[config.mk]
export PLATFORM = sky130hd
export DESIGN_NAME = ext_mem_sample_scheduler_flat
export DESIGN_NICKNAME = d
export VERILOG_FILES = /design/src/rtl/ext_mem_sample_scheduler_if.sv /design/src/rtl/ext_mem_sample_scheduler.sv /design/src/flat_wrapper.sv
export SDC_FILE = /design/constraint.sdc
export NUM_CORES = 1
export LEC_CHECK = 0
export CAP_MARGIN = 20
export CORE_MARGIN = 2
export CORE_UTILIZATION = 48
export CTS_CLUSTER_SIZE = 12
export DETAILED_ROUTE_END_ITERATION = 10
export HOLD_SLACK_MARGIN = 0.05
export PLACE_DENSITY = 0.75
export SYNTH_ARGS = -nofsm -noshare
export SYNTH_HDL_FRONTEND = slang
export SYNTH_SLANG_ARGS = --single-unit
[constraint.sdc]
create_clock -name clk_i -period 4.64 [get_ports clk_i]
set_input_delay 0.464 -clock clk_i [delete_from_list [all_inputs] [get_ports clk_i]]
set_output_delay 0.464 -clock clk_i [all_outputs]
set_load 0.02 [all_outputs]
[src/rtl/ext_mem_sample_scheduler_if.sv]
// ---------------------------------------------------------------------------
// ext_mem_sample_scheduler_if
// Avalon-MM-like command/response bundle between the sample scheduler and
// one external memory port (e.g. an SDRAM controller).
//   mem_address_o        {client index, client address}
//   mem_write_o          write strobe, held while mem_waitrequest_i is high
//   mem_writedata_o      write data
//   mem_read_o           read strobe, held while mem_waitrequest_i is high
//   mem_waitrequest_i    command stall from the memory
//   mem_readdatavalid_i  read data return qualifier
//   mem_readdata_i       read data
// The _o/_i suffixes are relative to the scheduler (master modport).
// ---------------------------------------------------------------------------
interface ext_mem_sample_scheduler_if #(
  parameter int AWIDTH = 18,
  parameter int DWIDTH = 16
) ();
  logic [AWIDTH-1:0] mem_address_o;
  logic              mem_write_o;
  logic [DWIDTH-1:0] mem_writedata_o;
  logic              mem_read_o;
  logic              mem_waitrequest_i;
  logic              mem_readdatavalid_i;
  logic [DWIDTH-1:0] mem_readdata_i;

  modport master (
    output mem_address_o, mem_write_o, mem_writedata_o, mem_read_o,
    input  mem_waitrequest_i, mem_readdatavalid_i, mem_readdata_i
  );

  modport slave (
    input  mem_address_o, mem_write_o, mem_writedata_o, mem_read_o,
    output mem_waitrequest_i, mem_readdatavalid_i, mem_readdata_i
  );
endinterface

[src/rtl/ext_mem_sample_scheduler.sv]
// ---------------------------------------------------------------------------
// ext_mem_sample_scheduler
// Shares one external memory port between N_CLIENTS sample-rate delay lines.
// On each sample tick every client may post one write and one read; the
// round is then serialised in fixed client order (write before read of the
// same client). Read results are published to the clients at the next tick.
// Ports:
//   clk_i, srst_i            clock, synchronous active-high reset
//   sample_tick_i            one-cycle pulse per audio sample
//   cl_write_enable_i/_address_i, cl_writedata_i   per-client write request
//   cl_read_enable_i/_address_i                    per-client read request
//   cl_readdata_o, cl_readdata_valid_o             published read results
//   mem_if                   memory master port (see the interface file)
//   busy_o                   a round is in progress
//   overrun_o                one-cycle pulse: tick arrived while busy
// ---------------------------------------------------------------------------
module ext_mem_sample_scheduler #(
  parameter int N_CLIENTS = 4,
  parameter int DWIDTH    = 16,
  parameter int AWIDTH    = 16
) (
  input  logic                        clk_i,
  input  logic                        srst_i,
  input  logic                        sample_tick_i,
  input  logic [N_CLIENTS-1:0]        cl_write_enable_i,
  input  logic [N_CLIENTS*AWIDTH-1:0] cl_write_address_i,
  input  logic [N_CLIENTS*DWIDTH-1:0] cl_writedata_i,
  input  logic [N_CLIENTS-1:0]        cl_read_enable_i,
  input  logic [N_CLIENTS*AWIDTH-1:0] cl_read_address_i,
  output logic [N_CLIENTS*DWIDTH-1:0] cl_readdata_o,
  output logic [N_CLIENTS-1:0]        cl_readdata_valid_o,
  ext_mem_sample_scheduler_if.master  mem_if,
  output logic                        busy_o,
  output logic                        overrun_o
);
  localparam int CWIDTH = $clog2(N_CLIENTS);
  // idx has to be able to reach N_CLIENTS to signal the end of a round
  localparam int IWIDTH = CWIDTH + 1;

  typedef enum logic [2:0] {IDLE_S, SEL_S, WRITE_S, READ_S, WAIT_S} state_t;

  state_t                     state_reg;
  logic [IWIDTH-1:0]          idx_reg;
  logic [CWIDTH-1:0]          slot;
  logic                       idx_done;

  // Request shadows, captured on the tick that starts a round
  logic [N_CLIENTS-1:0]       wr_en_reg;
  logic [N_CLIENTS-1:0]       rd_en_reg;
  logic [AWIDTH-1:0]          wr_addr_reg [N_CLIENTS];
  logic [DWIDTH-1:0]          wr_data_reg [N_CLIENTS];
  logic [AWIDTH-1:0]          rd_addr_reg [N_CLIENTS];

  // Results of the round in flight, and of the last finished round
  logic [DWIDTH-1:0]          hold_reg [N_CLIENTS];
  logic [N_CLIENTS-1:0]       round_valid_reg;
  logic [N_CLIENTS*DWIDTH-1:0] done_data_reg;
  logic [N_CLIENTS-1:0]       done_valid_reg;
  logic                       done_pend_reg;
  logic                       overrun_reg;

  logic [AWIDTH-1:0]          wr_addr_in [N_CLIENTS];
  logic [DWIDTH-1:0]          wr_data_in [N_CLIENTS];
  logic [AWIDTH-1:0]          rd_addr_in [N_CLIENTS];

  for (genvar gi = 0; gi < N_CLIENTS; gi++) begin : g_unpack
    assign wr_addr_in[gi] = cl_write_address_i[gi*AWIDTH +: AWIDTH];
    assign wr_data_in[gi] = cl_writedata_i[gi*DWIDTH +: DWIDTH];
    assign rd_addr_in[gi] = cl_read_address_i[gi*AWIDTH +: AWIDTH];
  end

  assign slot      = idx_reg[CWIDTH-1:0];
  assign idx_done  = (idx_reg == IWIDTH'(N_CLIENTS));
  assign busy_o    = (state_reg != IDLE_S);
  assign overrun_o = overrun_reg;

  always_ff @(posedge clk_i) begin
    if (srst_i) begin
      state_reg              <= IDLE_S;
      idx_reg                <= '0;
      wr_en_reg              <= '0;
      rd_en_reg              <= '0;
      for (int k = 0; k < N_CLIENTS; k++) begin
        wr_addr_reg[k] <= '0;
        wr_data_reg[k] <= '0;
        rd_addr_reg[k] <= '0;
        hold_reg[k]    <= '0;
      end
      round_valid_reg        <= '0;
      done_data_reg          <= '0;
      done_valid_reg         <= '0;
      done_pend_reg          <= 1'b0;
      overrun_reg            <= 1'b0;
      cl_readdata_o          <= '0;
      cl_readdata_valid_o    <= '0;
      mem_if.mem_address_o   <= '0;
      mem_if.mem_write_o     <= 1'b0;
      mem_if.mem_writedata_o <= '0;
      mem_if.mem_read_o      <= 1'b0;
    end else begin
      overrun_reg <= sample_tick_i && (state_reg != IDLE_S);

      // Publication happens on every tick; a tick that finds no finished
      // round since the previous publication publishes an empty result.
      if (sample_tick_i) begin
        done_pend_reg <= 1'b0;
        if (done_pend_reg) begin
          cl_readdata_o       <= done_data_reg;
          cl_readdata_valid_o <= done_valid_reg;
        end else begin
          cl_readdata_o       <= '0;
          cl_readdata_valid_o <= '0;
        end
      end

      case (state_reg)
        IDLE_S: begin
          if (sample_tick_i) begin
            wr_en_reg       <= cl_write_enable_i;
            rd_en_reg       <= cl_read_enable_i;
            wr_addr_reg     <= wr_addr_in;
            wr_data_reg     <= wr_data_in;
            rd_addr_reg     <= rd_addr_in;
            idx_reg         <= '0;
            round_valid_reg <= '0;
            state_reg       <= SEL_S;
          end
        end

        SEL_S: begin
          if (idx_done) begin
            // Placed after the publication block so a same-cycle tick
            // cannot clear the pending flag of the round finishing now.
            for (int k = 0; k < N_CLIENTS; k++) begin
              done_data_reg[k*DWIDTH +: DWIDTH] <= round_valid_reg[k] ? hold_reg[k] : '0;
            end
            done_valid_reg <= round_valid_reg;
            done_pend_reg  <= 1'b1;
            state_reg      <= IDLE_S;
          end else if (wr_en_reg[slot]) begin
            mem_if.mem_write_o     <= 1'b1;
            mem_if.mem_address_o   <= {slot, wr_addr_reg[slot]};
            mem_if.mem_writedata_o <= wr_data_reg[slot];
            state_reg              <= WRITE_S;
          end else if (rd_en_reg[slot]) begin
            mem_if.mem_read_o    <= 1'b1;
            mem_if.mem_address_o <= {slot, rd_addr_reg[slot]};
            state_reg            <= READ_S;
          end else begin
            idx_reg <= idx_reg + 1'b1;
          end
        end

        WRITE_S: begin
          if (!mem_if.mem_waitrequest_i) begin
            mem_if.mem_write_o <= 1'b0;
            if (rd_en_reg[slot]) begin
              // Go straight to the read of the same client
              mem_if.mem_read_o    <= 1'b1;
              mem_if.mem_address_o <= {slot, rd_addr_reg[slot]};
              state_reg            <= READ_S;
            end else begin
              idx_reg   <= idx_reg + 1'b1;
              state_reg <= SEL_S;
            end
          end
        end

        READ_S: begin
          if (!mem_if.mem_waitrequest_i) begin
            mem_if.mem_read_o <= 1'b0;
            state_reg         <= WAIT_S;
          end
        end

        WAIT_S: begin
          // readdatavalid is only honoured here, so returns left over from
          // an abandoned round are dropped.
          if (mem_if.mem_readdatavalid_i) begin
            hold_reg[slot]        <= mem_if.mem_readdata_i;
            round_valid_reg[slot] <= 1'b1;
            idx_reg               <= idx_reg + 1'b1;
            state_reg             <= SEL_S;
          end
        end

        default: state_reg <= IDLE_S;
      endcase
    end
  end
endmodule

[src/flat_wrapper.sv]
// flat-port wrapper written by rule: the top's interface ports become plain ports
module ext_mem_sample_scheduler_flat 
#(
  parameter int N_CLIENTS = 4,
  parameter int DWIDTH    = 16,
  parameter int AWIDTH    = 16
)
  (clk_i, srst_i, sample_tick_i, cl_write_enable_i, cl_write_address_i, cl_writedata_i, cl_read_enable_i, cl_read_address_i, cl_readdata_o, cl_readdata_valid_o, busy_o, overrun_o, mem_if_mem_address_o, mem_if_mem_write_o, mem_if_mem_writedata_o, mem_if_mem_read_o, mem_if_mem_waitrequest_i, mem_if_mem_readdatavalid_i, mem_if_mem_readdata_i);
  ext_mem_sample_scheduler_if #(.AWIDTH(AWIDTH), .DWIDTH(DWIDTH)) mem_if_i ();
  input  logic clk_i;
  input  logic srst_i;
  input  logic sample_tick_i;
  input  logic [N_CLIENTS-1:0] cl_write_enable_i;
  input  logic [N_CLIENTS*AWIDTH-1:0] cl_write_address_i;
  input  logic [N_CLIENTS*DWIDTH-1:0] cl_writedata_i;
  input  logic [N_CLIENTS-1:0] cl_read_enable_i;
  input  logic [N_CLIENTS*AWIDTH-1:0] cl_read_address_i;
  output logic [N_CLIENTS*DWIDTH-1:0] cl_readdata_o;
  output logic [N_CLIENTS-1:0] cl_readdata_valid_o;
  output logic busy_o;
  output logic overrun_o;
  output wire logic [$bits(mem_if_i.mem_address_o)-1:0] mem_if_mem_address_o;
  output wire logic [$bits(mem_if_i.mem_write_o)-1:0] mem_if_mem_write_o;
  output wire logic [$bits(mem_if_i.mem_writedata_o)-1:0] mem_if_mem_writedata_o;
  output wire logic [$bits(mem_if_i.mem_read_o)-1:0] mem_if_mem_read_o;
  input wire logic [$bits(mem_if_i.mem_waitrequest_i)-1:0] mem_if_mem_waitrequest_i;
  input wire logic [$bits(mem_if_i.mem_readdatavalid_i)-1:0] mem_if_mem_readdatavalid_i;
  input wire logic [$bits(mem_if_i.mem_readdata_i)-1:0] mem_if_mem_readdata_i;
  assign mem_if_mem_address_o = mem_if_i.mem_address_o;
  assign mem_if_mem_write_o = mem_if_i.mem_write_o;
  assign mem_if_mem_writedata_o = mem_if_i.mem_writedata_o;
  assign mem_if_mem_read_o = mem_if_i.mem_read_o;
  assign mem_if_i.mem_waitrequest_i = mem_if_mem_waitrequest_i;
  assign mem_if_i.mem_readdatavalid_i = mem_if_mem_readdatavalid_i;
  assign mem_if_i.mem_readdata_i = mem_if_mem_readdata_i;
  ext_mem_sample_scheduler #(.N_CLIENTS(N_CLIENTS), .DWIDTH(DWIDTH), .AWIDTH(AWIDTH)) u_core (.clk_i(clk_i), .srst_i(srst_i), .sample_tick_i(sample_tick_i), .cl_write_enable_i(cl_write_enable_i), .cl_write_address_i(cl_write_address_i), .cl_writedata_i(cl_writedata_i), .cl_read_enable_i(cl_read_enable_i), .cl_read_address_i(cl_read_address_i), .cl_readdata_o(cl_readdata_o), .cl_readdata_valid_o(cl_readdata_valid_o), .mem_if(mem_if_i), .busy_o(busy_o), .overrun_o(overrun_o));
endmodule
-- After elaboration in Yosys (flattened, before gate mapping)
Memories as Yosys holds them, arrays and structs flattened.
Index checks and enable logic that the tools add are counted.
- reduce and logical (&&, ||, !) cells: 18
- bitwise logic cells: 3
- equal/unequal tests: 13
- magnitude comparators: 3
- add/subtract/negate cells: 1
- muxes and demuxes: 66
- operators by type and width (cell ; count):
    two-way mux 16 bit ; 15
    binary-select mux 16 bit (select 2 bit) ; 3
    two-way mux 64 bit ; 1
    two-way mux 3 bit ; 13
    case mux 16 bit (2 select lines) ; 1
    two-way mux 1 bit ; 20
    OR reduction 16 bit ; 1
    case mux 3 bit (5 select lines) ; 1
    two-way mux 4 bit ; 3
    != test 2 bit (second input constant) ; 6
    case mux 3 bit (4 select lines) ; 1
    AND reduction 5 bit ; 2
    AND reduction 3 bit ; 3
    case mux 4 bit (2 select lines) ; 1
    == test 3 x 2 -> 1 bit (second input constant) ; 2
    == test 3 bit (second input constant) ; 2
    AND reduction 6 bit ; 1
    nonzero test 3 bit ; 2
    binary-select mux 1 bit (select 2 bit) ; 2
    two-way mux 2 bit ; 2
    != test 4 x 1 -> 1 bit (second input constant) ; 1
    OR 4 bit ; 1
    AND reduction 2 bit ; 2
    AND reduction 4 bit ; 1
    15 further kinds ; 17
- word-level logic and storage cells: 132
- input port bits: 221
- memories: 1
- RAM bits: 64
- register bits after elaboration: 382
- memory list (memory ; depth ; width ; rd ports ; clocked after Yosys merged registers in ; wr ports ; RTL line ; text):
    u_core.hold_reg ; 4 ; 16 ; 4 ; 0 ; 4 ; ext_mem_sample_scheduler.sv:55 ; logic [DWIDTH-1:0] hold_reg [N_CLIENTS];

-- Longest topological paths before layout
- depth in word-level cells: 8
- gate-level depth with buffers: 12
- mapped depth without buffers: 7

-- Worst setup path before layout
OpenSTA, ideal clock, no wires.
- path type: reg-to-reg
- start: register u_core.idx_reg[0]
- end: register u_core.idx_reg[2]
- path slack: 2.231 ns
- arrival: 2.293 ns
- clock period less this slack: 2.409 ns
- cell stages (with the launch flop): 11
- cell sequence: dfxtp_1 -> buf_2 -> buf_4 -> buf_4 -> inv_1 -> ha_1 -> and2_1 -> o31a_1 -> a211oi_2 -> o21ai_1 -> a31o_2
- word-level cells in the longest chain between the ends: 6
- elaborated cells between the ends (all ways): 15
- classes of those cells: 1 x add/sub; 3 x eq/ne; 10 x mux; 1 x reduce/logical
- ends and longest elaborated chain (element ; RTL line ; text):
    from (decl) ; ext_mem_sample_scheduler.sv:43 ; logic [IWIDTH-1:0] idx_reg;
    from (signal assigned) ; ext_mem_sample_scheduler.sv:150 ; idx_reg <= idx_reg + 1'b1;
    from (signal assigned) ; ext_mem_sample_scheduler.sv:163 ; idx_reg <= idx_reg + 1'b1;
    from (signal assigned) ; ext_mem_sample_scheduler.sv:182 ; idx_reg <= idx_reg + 1'b1;
    parallel branches: the longest is 6 deep, another holds adder 3 x 1 -> 3 bit ; - ;
Parallel ways; which one is timed is not known. The select of a mux whose other input is x is not followed.
A chain may end at the register's enable or synchronous reset.

-- Final worst setup path
- start: register u_core.state_reg[2]
- end: register u_core.wr_data_reg[61] (netlist bit)
- word-level cells in the longest chain between the ends: 2
- ends and longest elaborated chain (element ; RTL line ; text):
    from (decl) ; ext_mem_sample_scheduler.sv:42 ; state_t state_reg;
    from (signal assigned) ; ext_mem_sample_scheduler.sv:79 ; state_reg <= IDLE_S;
    from (signal assigned) ; ext_mem_sample_scheduler.sv:126 ; state_reg <= SEL_S;
    from (signal assigned) ; ext_mem_sample_scheduler.sv:139 ; state_reg <= IDLE_S;
    zero test 3 bit ; ext_mem_sample_scheduler.sv:116 ; case (state_reg)
    AND reduction 2 bit (no source line) ; - ;
    to (signal assigned) ; ext_mem_sample_scheduler.sv:122 ; wr_data_reg <= wr_data_in;
    to (decl) ; ext_mem_sample_scheduler.sv:51 ; logic [DWIDTH-1:0] wr_data_reg [N_CLIENTS];
No other way between the ends.

==> results.cfg <==
[logic_synthesis]
synth_ff_type = dfxtp_1
synth_xor_area_share_pct = 0.0511
synthArstFlopShare_pct = 0
yosys_register_bits = 446
synthCells = 1815
synth-adder-area-share_pct = 0.292
yosys_warnings = 0
synth_fp_nets = 2040
synth_top_family_by_area = simple AND/OR/NAND/NOR gates
synth_edf_count = 64
synth_compound_area_share_pct = 13.7
syn_area_per_cell_um2 = 9.44
synth.area.mux_share_pct = 7.86
netlist_area_um2 = 17100
seq_area_frac_synth_pct = 55.8
synthDistinctLibCells = 45
synthSimpleGateAreaFrac_pct = 18.2

[cells_and_area]
syn2layout_area_growth_pct = 27.6
final_cells = 2544
final_util_pct = 61.8
fin_area_um2 = 21900
fillers = 2900
drive_gt1_share_pct = 7.17
num-nets-final = 2274

[setup_path]
crit_path_max_fanout = 100
end_kind = register
startpoint_type = register
slowest_stage = nand2_4
arrival_ns = 3.41
required_ns = 5.10
path_delay_family = simple AND/OR/NAND/NOR gates
critPathBufInv = 1
cp_cell_sequence = nor3_1 > nand2_4 > buf_4 > nand2_1 > a21oi_1
max_stage_delay_ns = 0.79
path_class = reg2reg

[detailed_routing]
remaining_drc_errors = 0
vias = 13962
drt_iter0_drc = 899
ant_nets = 0
avgViaCountPerCell = 5.49
wire_per_inst_um = 18.2
routed_wl_mm = 46.3
dr.pass1.iters = 7

[cts]
htreeDepth = 2
post_cts_buffers = 0
clk_path_buf_depth = 3
cts_made_buffers = 45
clock_sinks = 446
clk_pin_slew_worst_paths_ns = 0.06
cts_hold_buffers = 0
cts_root_buf = clkbuf_16
clock_latency_ns = 0.55
cts_tree = done
ctsResizeCount = 0

[sta]
fmax_mhz = 340
rsz0062_at_grt = no
post-route-period-util_pct = 63.4
setup_viol = 0
min_period_ns = 2.94
hold_slack_ns = 0.415
clock_skew_ns = 0.0153
fin_ws_ns = 1.70
hold_viol = 0
slew_headroom_pct = 26.7
fin_setup_tns_ns = 0
worst_pin_slew_ns = 1.10
drv_slew = 0

[placed_design]
port_buffers = 324
dp_slack_ns = 1.54
dp_hpwl_mm = 31.6
routabilityCongestion = 0.863
place_inst = 2461
post_dp_cell_area_um2 = 20500

[power_and_ir_drop]
p_seq_share_pct = 44.7
p_leak_nw = 7.75
ir_drop_mv = 0.357
p_int_mw = 7.42
totalPowerFinal_mw = 10.7
p_per_area_nw_per_um2 = 491
power.switching_mw = 3.32
p_comb_share_pct = 24.0
p_clk_share_pct = 31.3
switching_share_pct = 30.9

[die]
die-width_um = 193
die-height_um = 193
rows = 69
die_area_um2 = 37200
ios = 325
core-area_um2 = 35400
start_util_pct = 48.4

[global_routing]
grt_max_degree = 136
antenna_found_initial = 6
gr-usage-all-layers_pct = 24.3
grt_remaining_overflow = 0
first_global_vias = 13493
grt_pass1_wl_mm = 71.2

[min_path]
worstHoldPathType = in2reg

[job]
drv_cap = 0

[run_status]
status = finished, final reports clean
worst paths after layout:
kind / startpoint / end / slack, ns / cells after the start
max: u_core.state_reg[2]$_SDFFE_PP0P_ / u_core.wr_data_reg[61]$_SDFFE_PP0P_ / 1.70 / 5
min: srst_i / u_core.done_data_reg[50]$_SDFFE_PP0P_ / 0.41 / 2
min reg2reg: u_core.wr_addr_reg[7]$_SDFFE_PP0P_ / u_core.wr_addr_reg[7]$_SDFFE_PP0P_ / 0.45 / 2
max reg2reg: u_core.state_reg[2]$_SDFFE_PP0P_ / u_core.wr_data_reg[61]$_SDFFE_PP0P_ / 1.70 / 5
power by group through the flow:
stage	Clock (mW)	Combinational [mW]	Sequential [mW]
floorplan	0	1.80	4.76
global placement	0	2.47	4.85
detailed placement	0	2.53	4.88
CTS	3.41	2.55	4.80
global route	3.57	2.81	4.87
finish	3.37	2.58	4.81
layout make-up:
cell class | instances | area, µm² | area share, %
Clock inverter | 6 | 56.3 | 0.257
Antenna cell | 4 | 10.0 | 0.0458
Sequential cell | 446 | 9580 | 43.8
Multi-Input combinational cell | 1208 | 6900 | 31.5
Inverter | 5 | 18.8 | 0.0858
Tap cell | 461 | 577 | 2.64
Timing Repair Buffer | 343 | 3440 | 15.7
Clock buffer | 71 | 1290 | 5.92
layout by cell type (no fill, tap or decap), drive strengths merged, types with 38 or more instances in the layout:
cell             n
nand3           67
edfxtp          64
clkdlybuf4s50  323
dfxtp          382
a22o            68
nand2          512
clkbuf          71
nor2            38
mux4            50
and2            51
a21oi          295
cells in the mapped netlist, drive strengths merged (21+ instances only):
master,instances,share of area [%]
and2,51,1.9
a21oi,295,8.6
mux2i,21,1.2
a22o,68,3.5
nand2,512,11
dfxtp,382,45
clkbuf,105,2.3
nor2,38,0.83
buf,51,1.7
nor3,27,0.85
edfxtp,64,11
nand3,67,2.0
mux4,50,6.6
cell families (layout without fill, tap and decap cells):
logic type | Yosys count | count (layout)
muxes | 72 | 72
xor gates and xnor gates | 1 | 1
buffers and inverters | 161 | 425
DFF | 446 | 446
and+or+nand+nor | 731 | 731
adders and majority gates | 4 | 4
AOI/OAI and AO/OA | 400 | 400
other | 0 | 4
routing by layer:
layer  track usage (%)  share of wire, %
met1              31.0                42
met3              4.67               6.7
met2              41.0                48
met4              9.38               3.1
met5                 0             0.050
(Power assumes the default switching activity.)
